$ cat config.mk
export PLATFORM = sky130hd
export DESIGN_NAME = muldiv_sequencer
export DESIGN_NICKNAME = d
export VERILOG_FILES = /design/src/rtl/mips_pkg.sv /design/src/rtl/muldiv_step.sv /design/src/rtl/muldiv_sequencer.sv
export SDC_FILE = /design/constraint.sdc
export NUM_CORES = 1
export LEC_CHECK = 0
export BUFFER_PORTS_ARGS = -buffer_cell sky130_fd_sc_hd__clkbuf_2
export CORE_AREA = 3 3 190 192
export CTS_CLUSTER_DIAMETER = 120
export DETAILED_ROUTE_END_ITERATION = 12
export DIE_AREA = 0 0 193 195
export PLACE_DENSITY = 0.7
export SLEW_MARGIN = 10
export SYNTH_ARGS = -nofsm -noshare
export SYNTH_HDL_FRONTEND = slang
export SYNTH_SLANG_ARGS = --single-unit
$ cat constraint.sdc
create_clock -name Clk -period 6.9 [get_ports Clk]
set_clock_uncertainty 0.2 [all_clocks]
set_input_delay 0 -clock Clk [delete_from_list [all_inputs] [get_ports Clk]]
set_output_delay 0 -clock Clk [all_outputs]
set_load 0.005 [all_outputs]
$ cat src/rtl/mips_pkg.sv
// Shared MIPS pipeline definitions: mul/div opcode encodings, sequencer
// state enum, and the R-type funct codes the decoder uses to raise Start
// and ReadReq.
package mips_pkg;

  // Op encodings driven by the Controller into the mul/div unit.
  localparam logic [1:0] MD_MULT  = 2'b00;
  localparam logic [1:0] MD_MULTU = 2'b01;
  localparam logic [1:0] MD_DIV   = 2'b10;
  localparam logic [1:0] MD_DIVU  = 2'b11;

  // Sequencer states.
  typedef enum logic [2:0] {
    MD_IDLE  = 3'd0,
    MD_PREP  = 3'd1,
    MD_RUN   = 3'd2,
    MD_FIXUP = 3'd3,
    MD_DONE  = 3'd4
  } md_state_t;

  // R-type funct field values for HI/LO access and mul/div.
  localparam logic [5:0] FUNCT_MFHI  = 6'h10;
  localparam logic [5:0] FUNCT_MFLO  = 6'h12;
  localparam logic [5:0] FUNCT_MULT  = 6'h18;
  localparam logic [5:0] FUNCT_MULTU = 6'h19;
  localparam logic [5:0] FUNCT_DIV   = 6'h1A;
  localparam logic [5:0] FUNCT_DIVU  = 6'h1B;

endpackage

$ cat src/rtl/muldiv_step.sv
// One iteration of the shared mul/div datapath on an unsigned 2*WIDTH+1
// accumulator. Multiply: {carry, hi, lo} shift-add, multiplier in lo.
// Divide: {rem, quotient} restoring shift-subtract, dividend in lo.
module muldiv_step #(
  parameter int WIDTH = 32
) (
  input  logic [2*WIDTH:0]  i_acc,
  input  logic [WIDTH-1:0]  i_operand,
  input  logic              i_is_div,
  output logic [2*WIDTH:0]  o_acc
);

  logic [WIDTH:0] w_mul_sum;
  logic [WIDTH:0] w_div_top;
  logic [WIDTH:0] w_div_diff;
  logic           w_div_ge;

  // Single combinational step; both paths computed, mode selects.
  always_comb begin
    // Multiply: add the multiplicand to the upper half when the current
    // multiplier bit is set, then shift the whole accumulator right.
    w_mul_sum  = i_acc[2*WIDTH:WIDTH] + (i_acc[0] ? {1'b0, i_operand} : '0);
    // Divide: shift {rem, quotient} left, try to subtract the divisor,
    // keep the difference only when it does not underflow.
    w_div_top  = i_acc[2*WIDTH-1:WIDTH-1];
    w_div_ge   = (w_div_top >= {1'b0, i_operand});
    w_div_diff = w_div_top - {1'b0, i_operand};
    if (i_is_div) begin
      o_acc = {(w_div_ge ? w_div_diff : w_div_top), i_acc[WIDTH-2:0], w_div_ge};
    end else begin
      o_acc = {1'b0, w_mul_sum, i_acc[WIDTH-1:1]};
    end
  end

endmodule

$ cat src/rtl/muldiv_sequencer.sv
// Multi-cycle MULT/MULTU/DIV/DIVU unit owning HI/LO. Latches operands on
// Start, takes magnitudes, iterates one bit per cycle through muldiv_step,
// applies result signs and commits HI/LO. Stalls the front of the pipeline
// while a mfhi/mflo or another mul/div waits on a busy unit.
module muldiv_sequencer
  import mips_pkg::*;
#(
  parameter int WIDTH = 32
) (
  input  logic             Clk,
  input  logic             Reset,
  input  logic             Start,
  input  logic [1:0]       Op,
  input  logic [WIDTH-1:0] A,
  input  logic [WIDTH-1:0] B,
  input  logic             Flush,
  input  logic             ReadReq,
  output logic             Busy,
  output logic             Stall,
  output logic             Done,
  output logic             DivByZero,
  output logic [WIDTH-1:0] Hi,
  output logic [WIDTH-1:0] Lo
);

  localparam int CW = $clog2(WIDTH + 1);

  md_state_t        r_state, w_next_state;
  logic [CW-1:0]    r_cnt;
  logic [1:0]       r_op;
  logic [WIDTH-1:0] r_a, r_b, r_operand, r_hi, r_lo;
  logic [2*WIDTH:0] r_acc, w_step_acc;
  logic             r_neg_q, r_neg_r, r_dbz;

  logic             w_accept, w_load, w_step, w_commit;
  logic             w_is_div, w_signed, w_b_zero;
  logic [WIDTH-1:0] w_abs_a, w_abs_b;
  logic [2*WIDTH-1:0] w_prod;
  logic [WIDTH-1:0] w_quot, w_rem;

  assign w_is_div = (r_op == MD_DIV) || (r_op == MD_DIVU);
  assign w_signed = (r_op == MD_MULT) || (r_op == MD_DIV);
  assign w_b_zero = (r_b == '0);
  assign w_abs_a  = (w_signed && r_a[WIDTH-1]) ? -r_a : r_a;
  assign w_abs_b  = (w_signed && r_b[WIDTH-1]) ? -r_b : r_b;

  // Sign fixup of the finished accumulator.
  assign w_prod = r_neg_q ? -r_acc[2*WIDTH-1:0] : r_acc[2*WIDTH-1:0];
  assign w_quot = r_neg_q ? -r_acc[WIDTH-1:0] : r_acc[WIDTH-1:0];
  assign w_rem  = r_neg_r ? -r_acc[2*WIDTH-1:WIDTH] : r_acc[2*WIDTH-1:WIDTH];

  muldiv_step #(.WIDTH(WIDTH)) u_step (
    .i_acc     (r_acc),
    .i_operand (r_operand),
    .i_is_div  (w_is_div),
    .o_acc     (w_step_acc)
  );

  // State register.
  always_ff @(posedge Clk or posedge Reset) begin
    // NOTE: clocked state uses non-blocking assignments so every register
    // samples pre-edge values regardless of block evaluation order.
    if (Reset) r_state <= MD_IDLE;
    else       r_state <= w_next_state;
  end

  // Next-state, datapath control strobes and status outputs.
  always_comb begin
    // NOTE: every signal written here gets a default first; a branch that
    // skips an assignment would otherwise infer a latch.
    w_next_state = r_state;
    w_accept     = 1'b0;
    w_load       = 1'b0;
    w_step       = 1'b0;
    w_commit     = 1'b0;
    Busy         = 1'b0;
    Done         = 1'b0;
    case (r_state)
      MD_IDLE: begin
        if (Start && !Flush) begin
          w_accept     = 1'b1;
          w_next_state = MD_PREP;
        end
      end
      MD_PREP: begin
        Busy = 1'b1;
        if (Flush) begin
          w_next_state = MD_IDLE;
        end else begin
          w_load       = 1'b1;
          w_next_state = (w_is_div && w_b_zero) ? MD_DONE : MD_RUN;
        end
      end
      MD_RUN: begin
        Busy = 1'b1;
        if (Flush) begin
          w_next_state = MD_IDLE;
        end else begin
          w_step = 1'b1;
          if (r_cnt == CW'(1)) w_next_state = MD_FIXUP;
        end
      end
      MD_FIXUP: begin
        Busy = 1'b1;
        if (Flush) begin
          w_next_state = MD_IDLE;
        end else begin
          w_commit     = 1'b1;
          w_next_state = MD_DONE;
        end
      end
      MD_DONE: begin
        Done = 1'b1;
        if (Start && !Flush) begin
          w_accept     = 1'b1;
          w_next_state = MD_PREP;
        end else begin
          w_next_state = MD_IDLE;
        end
      end
      default: w_next_state = MD_IDLE;
    endcase
  end

  assign Stall     = Busy && (ReadReq || Start);
  assign DivByZero = Done && r_dbz;
  assign Hi        = r_hi;
  assign Lo        = r_lo;

  // Operand capture, iteration datapath, counter and HI/LO commit.
  always_ff @(posedge Clk or posedge Reset) begin
    // NOTE: the datapath registers are reset as well so no X can ever
    // propagate into HI/LO, even if a reset lands mid-operation.
    if (Reset) begin
      r_op      <= MD_MULT;
      r_a       <= '0;
      r_b       <= '0;
      r_operand <= '0;
      r_acc     <= '0;
      r_cnt     <= '0;
      r_neg_q   <= 1'b0;
      r_neg_r   <= 1'b0;
      r_dbz     <= 1'b0;
      r_hi      <= '0;
      r_lo      <= '0;
    end else begin
      if (w_accept) begin
        r_op  <= Op;
        r_a   <= A;
        r_b   <= B;
        r_dbz <= 1'b0;
      end
      if (w_load) begin
        // Multiply: multiplier |B| in lo, multiplicand |A| added above.
        // Divide: dividend |A| in lo, divisor |B| subtracted above.
        r_acc     <= w_is_div ? {1'b0, {WIDTH{1'b0}}, w_abs_a}
                              : {1'b0, {WIDTH{1'b0}}, w_abs_b};
        r_operand <= w_is_div ? w_abs_b : w_abs_a;
        r_cnt     <= CW'(WIDTH);
        r_neg_q   <= w_signed && (r_a[WIDTH-1] ^ r_b[WIDTH-1]);
        r_neg_r   <= w_signed && r_a[WIDTH-1];
        r_dbz     <= w_is_div && w_b_zero;
      end
      if (w_step) begin
        r_acc <= w_step_acc;
        r_cnt <= r_cnt - CW'(1);
      end
      if (w_commit) begin
        if (w_is_div) begin
          r_hi <= w_rem;
          r_lo <= w_quot;
        end else begin
          {r_hi, r_lo} <= w_prod;
        end
      end
    end
  end

endmodule

==> qor.yml, run 1 <==
port_buffers: 138
pre_cts_ws_ps: 2400
drv_cap: 0
worst_r2r_path_depth: 12
r2r_slack_ps: 2210
grt_pass1_wl_mm: 83.4
grt.overflow.total: 0
drt_wl_total_mm: 52.9
crit_type: "reg -> reg"
gp_congestion: 0.915
worstPathArrival_ps: 4970
vias_per_cell: 6.04
wl_per_cell_um: 20.0
syn_inst: 2016
setup_tns_ps: 0
async_flop_share: 1.00
tightest_slew_ps: 1270
fin_area_um2: 19900
cp_slowest_cell: "inv_1"
worstSetupStartpoint: "r_acc[0]$_DFFE_PP0P_"
crit_end: "r_acc[59]$_DFFE_PP0P_"
clk_latency_ps: 560
crit_cells: 12
end_kind: "flop"
track_usage: 0.277
cts_root_buf: "clkbuf_16"
synth_top_area_share: 0.349
die_x_um: 193
cts_tree: "built"
fin_ws_ps: 2210
grt_setup_unrepaired: "no"
cp_top_family: "compound AO/OA/AOI/OAI gates"
worstPathBufferInverterCount: 1
post-synth-top-count-cell: "nand2_1"
fill_cells: 3095
finalCriticalPeriod_ps: 4690
slowest_delay_ps: 950
synth_seq_cells: 239
timing.rr.start: "r_acc[0]$_DFFE_PP0P_"
ys_types: 92
vias: 15982
dp_hpwl_mm: 37.7
die_area_um2: 37600
ant_nets: 0
slew_headroom: 0.152
synth_edf_count: 0
synthTopCellsByCount: "nand2_1, dfrtp_1, o21ai_0, nor2_1, a21oi_1"
p_leak_nw: 8.94
multi_input_area_um2: 10400
cts.clk_slew.worst_paths_ps: 60
power_density_nw_per_um2: 471
status: "complete, no violations"
placed_area_um2: 18000
hold_violations: 0
ios: 139
die_h_um: 195
met3_usage: 0.0366
hold_class: "in -> reg"
yosys_warnings: 0
required_ps: 7180
dr.pass1.iters: 5
core_area_um2: 34500
grtUsageMet1: 0.400
ys.flop_type: "dfrtp_1"
grt_max_degree: 130
antenna_found_initial: 1
cts_buffer_depth: 3
r2r-end: "r_acc[59]$_DFFE_PP0P_"
synth_nets: 2159
irDropWorstVdd_v: 0.000228
cts-htree-levels: 1
cts_sinks: 239
start_util: 0.496
fmax_mhz: 213
register_area_um2: 5980
syn_area_per_cell_um2: 8.50
cp_max_fo: 32
synth_top_cell_by_area: "dfrtp_1"
rows: 68
diodes: 0
whs_ps: 17.3
post-route-drc-count: 0
synth_area_leaders: "dfrtp_1, o21ai_0, nand2_1, ha_1, xor2_1"
numCtsBuffers: 28
grt.met2_usage: 0.431
finalMaxSlewViolations: 0
cp-start-kind: "flop"
grt-busiest-layer: "met2"
drt_iter0_drc: 1521
grt_pass1_vias: 15161
setup_viol: 0
synth_area_um2: 17100
final_layout_size_suffix_gt1_frac: 0.136
period_share: 0.680
fin_nets: 2314
yosysSeqAreaShare: 0.349
area_delta_synth_final_pct: 16.1
path_cells: "inv_1, nor2_1, ha_1, nor2b_1, o31a_1, a2bb2oi_1, a31oi_1, o41a_1, o21ai_1, mux2i_1, o311ai_0, a21oi_1"
==> metal layers <==
metal  routed length, µm  vias up
met5                   0        -
met4                1930        0
met3                4150      103
met2               23600      612
met1               23200     7702
li1                    -     7565
==> through the flow <==
stage / instances / utilization / power (W)
after global routing: 2646 / 0.576 / 0.0101
after CTS: 2646 / 0.576 / 0.00930
after detailed placement: 2502 / 0.522 / 0.00775
after floorplan: 2016 / - / 0.00628
final: 2646 / 0.576 / 0.00937
after global placement: 2502 / 0.522 / 0.00764
==> worst min-delay path by stage <==
stage,startpoint,end,slack (ps),cells past startpoint
after global routing,B[29],r_b[29]$_DFFE_PP0P_,30,3
final,B[2],r_b[2]$_DFFE_PP0P_,20,3
after CTS,B[14],r_b[14]$_DFFE_PP0P_,0.6,3
after global placement,Reset,Lo[14]$_DFFE_PP0P_,-50,2
after floorplan,Flush,r_state[0]$_DFFE_PP0P_,-130,1
after detailed placement,Reset,Lo[14]$_DFFE_PP0P_,-40,2
==> flip-flops by register name, summed over array words and instances (netlist names) <==
register	cells
r_cnt	6
r_neg_r	1
r_neg_q	1
r_a	32
r_acc	65
Hi	32
r_state	3
Lo	32
r_dbz	1
r_b	32
r_operand	32
r_op	2
==> placed cells by master (no fill, tap or decap), types with 29 or more instances in the layout <==
cell / synthesis / layout
nand2_1: 240 / 239
dfrtp_1: 239 / 238
o21ai_0: 222 / 222
nor2_1: 142 / 142
clkbuf_2: 2 / 138
a21oi_1: 134 / 134
dlygate4sd3_1: 0 / 94
xor2_1: 85 / 85
xnor2_1: 81 / 81
ha_1: 70 / 70
inv_1: 69 / 68
nand3_1: 67 / 66
mux2_2: 56 / 56
mux2i_1: 52 / 52
nor3_1: 38 / 37
clkbuf_16: 0 / 29
==> repair_timing <==
item                       4_1_cts  5_1_grt
setup endpoints to repair        0        0
setup buffers                    0        0
hold endpoints to repair       163        0
hold buffers                    94        0
gates resized for setup          0        0
==> power breakdown <==
| group | internal [W] | switching, W |
|---|---|---|
| Clock | 0.000866 | 0.000611 |
| Sequential | 0.00192 | 0.000765 |
| Combinational | 0.00209 | 0.00312 |
==> worst register-to-register path, delay by kind of cell, from the launching register on <==
| family | cells | cell delay [ps] |
|---|---|---|
| and+or+nand+nor | 2 | 330 |
| muxes | 1 | 240 |
| DFF | 1 | 480 |
| buffers and inverters | 1 | 950 |
| AOI/OAI and AO/OA | 7 | 2010 |
| adders and majority gates | 1 | 410 |
==> cell families (layout without fill, tap and decap cells) <==
group                      count (synthesis)  count (layout)  synth area share
DFF                                      239             239             0.349
xor gates and xnor gates                 166             166            0.0848
buffers and inverters                    189             364            0.0442
adders and majority gates                 72              72            0.0534
muxes                                    108             108            0.0672
and+or+nand+nor                          637             637             0.181
AOI/OAI and AO/OA                        605             605             0.220
==> area by class of cell <==
class / instances / area share
sequential: 239 / 0.301
tap: 455 / 0.0286
multi-input combinational: 1588 / 0.524
clock buffer: 39 / 0.0414
inverter: 69 / 0.0134
timing repair buffer: 245 / 0.0869
clock inverter: 11 / 0.00465
Power figures use the tool's default switching activity.
==> inputs of run 2 (changes only) <==
--- a/config.mk
+++ b/config.mk
@@ -10,7 +10,7 @@
 export CTS_CLUSTER_DIAMETER = 120
 export DETAILED_ROUTE_END_ITERATION = 12
 export DIE_AREA = 0 0 193 195
-export PLACE_DENSITY = 0.7
+export PLACE_DENSITY = 0.68
 export SLEW_MARGIN = 10
 export SYNTH_ARGS = -nofsm -noshare
 export SYNTH_HDL_FRONTEND = slang
==> constraint.sdc (replaced) <==
create_clock -name Clk -period 4.5 [get_ports Clk]
set_clock_uncertainty 0.2 [all_clocks]
set_input_delay 0 -clock Clk [delete_from_list [all_inputs] [get_ports Clk]]
set_output_delay 0 -clock Clk [all_outputs]
set_load 0.005 [all_outputs]
==> qor.yml, run 2 (synthesized netlist as in run 1, its figures left out) <==
status: "complete, no violations"  # unchanged
core_area_um2: 34500  # unchanged
hold_class: "in -> reg"  # unchanged
combPwrFrac: 0.565  # was 0.556
final_cell_mix: "nand2_1, dfrtp_1, o21ai_0, nor2_1, clkbuf_2"  # unchanged
slowest_delay_ps: 530  # was 950 ps
wl_met1_mm: 23.7  # was 23.2 mm
cts_root_buf: "clkbuf_16"  # unchanged
rows: 68  # unchanged
drt_wl_total_mm: 53.4  # was 52.9 mm
numCtsBuffers: 28  # unchanged
finalMaxSlewViolations: 0  # unchanged
largest_reg_flops: 65  # unchanged
wl_per_cell_um: 20.0  # about the same
clkPwrFrac: 0.161  # was 0.158
cts_sinks: 239  # unchanged
dp_hpwl_mm: 38.2  # was 37.7 mm
cp_slowest_cell: "o41a_1"  # was inv_1
gp_congestion: 0.973  # was 0.915
worstPathBufferInverterCount: 1  # unchanged
vias_per_cell: 6.02  # was 6.04
cts_buffer_depth: 3  # unchanged
intPower_w: 0.00765  # was 0.00488 W
area_delta_synth_final_pct: 17.3  # was 16.1%
finalCriticalPeriod_ps: 4050  # was 4690 ps
p_leak_nw: 9.04  # was 8.94 nW
grt_pass1_wl_mm: 84.1  # was 83.4 mm
track_usage: 0.280  # was 0.277
wl_met3_mm: 4.02  # was 4.15 mm
hold_violations: 0  # unchanged
whs_ps: 22.0  # was 17.3 ps
mostFrequentLayoutCell: "nand2_1"  # unchanged
fin_nets: 2335  # was 2,314
drt_iter0_drc: 1418  # was 1,521
p_seq_frac: 0.274  # was 0.286
path_cells: "inv_1, nor2_1, ha_1, nor2b_1, o31a_1, a2bb2oi_1, a31oi_1, o41a_1, o21ai_1, mux2i_1, o311ai_0, a21oi_1"  # unchanged
required_ps: 4790  # was 7180 ps
cp-start-kind: "flop"  # unchanged
port_buffers: 138  # unchanged
setup_tns_ps: 0  # unchanged
start_util: 0.496  # unchanged
maxUsedRoutingLayer: "met4"  # unchanged
grt_pass1_vias: 15134  # was 15,161
wl_met2_mm: 24.3  # was 23.6 mm
grt_setup_unrepaired: "no"  # unchanged
die_h_um: 195  # unchanged
drv_cap: 0  # unchanged
post-route-drc-count: 0  # unchanged
grt.overflow.total: 0  # unchanged
die_area_um2: 37600  # unchanged
regMostFlops: "r_acc"  # unchanged
clk_latency_ps: 560  # about the same
slew_headroom: 0.234  # was 0.152
antenna_found_initial: 1  # unchanged
power_density_nw_per_um2: 724  # was 471 nW/µm²
cp_max_fo: 13  # was 32
fin_util: 0.582  # was 0.576
ios: 139  # unchanged
fmax_mhz: 247  # was 213 MHz
grt_max_degree: 165  # was 130
dr.pass1.iters: 6  # was 5
tightest_slew_ps: 1150  # was 1270 ps
setup_viol: 0  # unchanged
final_layout_size_suffix_gt1_frac: 0.143  # was 0.136
irDropWorstVdd_v: 0.000391  # was 0.000228 V
end_kind: "flop"  # unchanged
cts.clk_slew.worst_paths_ps: 60  # about the same
cts_tree: "built"  # unchanged
worstPathArrival_ps: 4340  # was 4970 ps
cp_top_family: "compound AO/OA/AOI/OAI gates"  # unchanged
period_share: 0.901  # was 0.680
cts-htree-levels: 1  # unchanged
die_x_um: 193  # unchanged
cts_resized: 0  # unchanged
vias: 16052  # was 15,982
crit_type: "reg -> reg"  # unchanged
power.switching_w: 0.00691  # was 0.00449 W
ant_nets: 0  # unchanged
sw_frac_of_total: 0.475  # was 0.479
[run 2: metrics by stage]
step	worst slack (ps)	std cells	instance area (µm²)	power, W
final	446	2668	20100	0.0146
after global placement	566	2522	18200	0.0119
after detailed placement	592	2522	18200	0.0120
after floorplan	1090	2016	17100	0.00963
after global routing	227	2668	20100	0.0157
after CTS	547	2667	20100	0.0144
[run 2: power by group through the flow]
stage               clock network, W  registers [W]  logic [W]
finish                       0.00235        0.00398    0.00823
global route                 0.00248        0.00409    0.00909
CTS                          0.00239        0.00394    0.00811
detailed placement                 0        0.00397    0.00801
global placement                   0        0.00394    0.00792
floorplan                          0        0.00363    0.00600
[run 2: cell type report]
cell class	instances	area, µm²
sequential	239	5980
fill	3077	14400
inverter	69	263
clock buffer	39	803
clock inverter	11	144
tap	455	569
timing repair buffer	266	1910
multi-input combinational	1588	10400
antenna	1	2.50
[run 2: final timing paths]
path                                            from  slack [ps]                    end  cells past startpoint
worst max-delay path            r_acc[0]$_DFFE_PP0P_         450  r_acc[59]$_DFFE_PP0P_                     12
worst min-delay path                           A[12]          20    r_a[12]$_DFFE_PP0P_                      3
worst max register to register  r_acc[0]$_DFFE_PP0P_         450  r_acc[59]$_DFFE_PP0P_                     12
worst min register to register     Hi[1]$_DFFE_PP0P_         280      Hi[1]$_DFFE_PP0P_                      2
max in group asynchronous                      Reset        2560  r_acc[55]$_DFFE_PP0P_                      5
min in group asynchronous                      Reset         310      Lo[9]$_DFFE_PP0P_                      4
[run 2: routing by layer]
metal  global-route usage  up-vias
met1                0.408     7740
met3               0.0386       94
li1                     -     7602
met4               0.0675        0
met5                    0        -
met2                0.441      616
[run 2: repair_timing]
action | in CTS | in global routing
endpoints found under the hold margin | 309 | 0
hold buffers | 95 | 0
buffers inserted | 0 | 0
endpoints found under the setup margin | 0 | 0
[run 2: worst register-to-register path: cells and delay by family, from the launching register on]
family          cells  cell delay (ps)
compound gates      7             2020
buf+inv             1              390
mux                 1              220
simple gates        2              320
fa+ha+maj           1              360
flops               1              490
==> inputs of run 3 (changes only) <==
==> constraint.sdc (replaced) <==
create_clock -name Clk -period 4.39 [get_ports Clk]
set_clock_uncertainty 0.2 [all_clocks]
set_input_delay 0 -clock Clk [delete_from_list [all_inputs] [get_ports Clk]]
set_output_delay 0 -clock Clk [all_outputs]
set_load 0.005 [all_outputs]
==> qor.yml, run 3 (synthesized netlist as in run 1, its figures left out) <==
crit_end: "r_acc[59]$_DFFE_PP0P_"  # unchanged
irDropWorstVdd_v: 0.000421  # was 0.000391 V
fin_util: 0.588  # was 0.582
hold_class: "in -> reg"  # unchanged
clk_latency_ps: 560  # about the same
final_cell_mix: "nand2_1, dfrtp_1, o21ai_0, nor2_1, clkbuf_2"  # unchanged
area_delta_synth_final_pct: 18.5  # was 17.3%
cp_max_fo: 13  # unchanged
path_cells: "inv_1, nor2_1, ha_1, nor2b_1, o31a_1, a2bb2oi_1, a31oi_1, o41a_1, o21ai_1, mux2i_1, o311ai_0, a21oi_1"  # unchanged
r2r-end: "r_acc[59]$_DFFE_PP0P_"  # unchanged
largest_reg_flops: 65  # unchanged
min_delay_path_depth: 3  # unchanged
ios: 139  # unchanged
cp_slowest_cell: "o41a_1"  # unchanged
grt.met2_usage: 0.443  # was 0.441
slowest_delay_ps: 530  # about the same
post-route-drc-count: 0  # unchanged
fin_nets: 2355  # was 2,335
required_ps: 4680  # was 4790 ps
grt_setup_unrepaired: "no"  # unchanged
cts_resized: 0  # unchanged
total_power_w: 0.0151  # was 0.0146 W
drt_wl_total_mm: 54.3  # was 53.4 mm
r2r_slack_ps: 340  # was 450 ps
finalCriticalPeriod_ps: 4050  # about the same
worstPathBufferInverterCount: 1  # unchanged
grt-busiest-layer: "met2"  # unchanged
dr.pass1.iters: 6  # unchanged
cts-htree-levels: 1  # unchanged
cp-start-kind: "flop"  # unchanged
met3_usage: 0.0373  # was 0.0386
drv_cap: 0  # unchanged
grt_max_degree: 152  # was 165
core_area_um2: 34500  # unchanged
hold_violations: 0  # unchanged
grt_pass1_wl_mm: 85.2  # was 84.1 mm
vias: 16212  # was 16,052
track_usage: 0.283  # was 0.280
cts_tree: "built"  # unchanged
cp_top_family: "compound AO/OA/AOI/OAI gates"  # unchanged
timing.rr.start: "r_acc[0]$_DFFE_PP0P_"  # unchanged
numCtsBuffers: 27  # was 28
cts_sinks: 239  # unchanged
slew_headroom: 0.236  # was 0.234
worstSetupStartpoint: "r_acc[0]$_DFFE_PP0P_"  # unchanged
die_area_um2: 37600  # unchanged
drt_iter0_drc: 1583  # was 1,418
die_x_um: 193  # unchanged
wl_per_cell_um: 20.2  # was 20.0 µm
finalMaxSlewViolations: 0  # unchanged
die_h_um: 195  # unchanged
start_util: 0.496  # unchanged
p_leak_nw: 9.17  # was 9.04 nW
setup_viol: 0  # unchanged
status: "complete, no violations"  # unchanged
whs_ps: 15.1  # was 22.0 ps
vias_per_cell: 6.03  # was 6.02
cts.clk_slew.worst_paths_ps: 60  # about the same
cts_root_buf: "clkbuf_16"  # unchanged
mostFrequentLayoutCell: "nand2_1"  # unchanged
regMostFlops: "r_acc"  # unchanged
port_buffers: 138  # unchanged
grt_pass1_vias: 15392  # was 15,134
worst_r2r_path_depth: 12  # unchanged
tightest_slew_ps: 1150  # about the same
dp_hpwl_mm: 38.8  # was 38.2 mm
cts_buffer_depth: 3  # unchanged
crit_type: "reg -> reg"  # unchanged
power_density_nw_per_um2: 743  # was 724 nW/µm²
worstPathArrival_ps: 4340  # about the same
gp_congestion: 1.02  # was 0.973
diodes: 0  # was 1
grt.overflow.total: 0  # unchanged
crit_cells: 12  # unchanged
grtUsageMet1: 0.407  # was 0.408
period_share: 0.922  # was 0.901
final_layout_size_suffix_gt1_frac: 0.147  # was 0.143
antenna_found_initial: 0  # was 1
setup_tns_ps: 0  # unchanged
fmax_mhz: 247  # about the same
ant_nets: 0  # unchanged
rows: 68  # unchanged
end_kind: "flop"  # unchanged
fill_cells: 3081  # was 3,077
==> run 3: cell count changes in the layout (fill, tap and decap cells not counted), sizes merged <==
cell and change:
clkinv +6, clkinvlp -4, inv +3, bufinv +2, diode -1, dlygate4sd3 +15
clkbuf -8, buf +6
==> run 3: worst min-delay path by stage <==
stage / end / startpoint / slack (ps)
4_1_cts: r_b[10]$_DFFE_PP0P_ / B[10] / 0.4
3_3_place_gp: Lo[12]$_DFFE_PP0P_ / Reset / -270
5_1_grt: r_a[23]$_DFFE_PP0P_ / A[23] / 10
3_5_place_dp: Lo[12]$_DFFE_PP0P_ / Reset / -270
6_report: r_b[15]$_DFFE_PP0P_ / B[15] / 20
2_1_floorplan: r_state[0]$_DFFE_PP0P_ / Flush / -130
==> run 3: stage by stage <==
stage | cells | cell area [µm²] | worst slack, ps
5_1_grt | 2687 | 20300 | 188
3_5_place_dp | 2528 | 18300 | 455
2_1_floorplan | 2016 | 17100 | 984
3_3_place_gp | 2528 | 18300 | 528
6_report | 2687 | 20300 | 342
4_1_cts | 2687 | 20300 | 446
==> run 3: repair_timing <==
action | 4_1_cts | 5_1_grt
setup endpoints to repair | 0 | 0
endpoints found under the hold margin | 269 | 0
hold buffers | 110 | 0
setup buffers | 0 | 0
==> run 3: layout make-up <==
type / instances / area, µm² / area share
Sequential cell: 239 / 5980 / 0.295
Clock inverter: 18 / 238 / 0.0117
Inverter: 69 / 263 / 0.0129
Tap cell: 455 / 569 / 0.0280
Timing Repair Buffer: 287 / 2110 / 0.104
Multi-Input combinational cell: 1588 / 10400 / 0.513
Clock buffer: 31 / 721 / 0.0355
==> run 3: layer usage <==
metal  vias to the layer above  part of all wire
li1                       7639                 -
met1                      7821              0.44
met2                       639              0.45
met3                       113             0.079
met4                         0             0.037
met5                         -                 0
==> run 3: worst register-to-register path, delay by kind of cell (launching register included) <==
kind | cells | cell delay (ps)
AND/OR/NAND/NOR | 2 | 310
buffers and inverters | 1 | 370
AO/OA/AOI/OAI | 7 | 2020
flip-flops | 1 | 470
adder cells (fa/ha/maj) | 1 | 370
multiplexers | 1 | 240
==> run 3: where the power goes <==
part / internal (W) / switching (W) / total, W
registers: 0.00302 / 0.00104 / 0.00406
logic: 0.00343 / 0.00515 / 0.00858
clock network: 0.00148 / 0.000988 / 0.00247
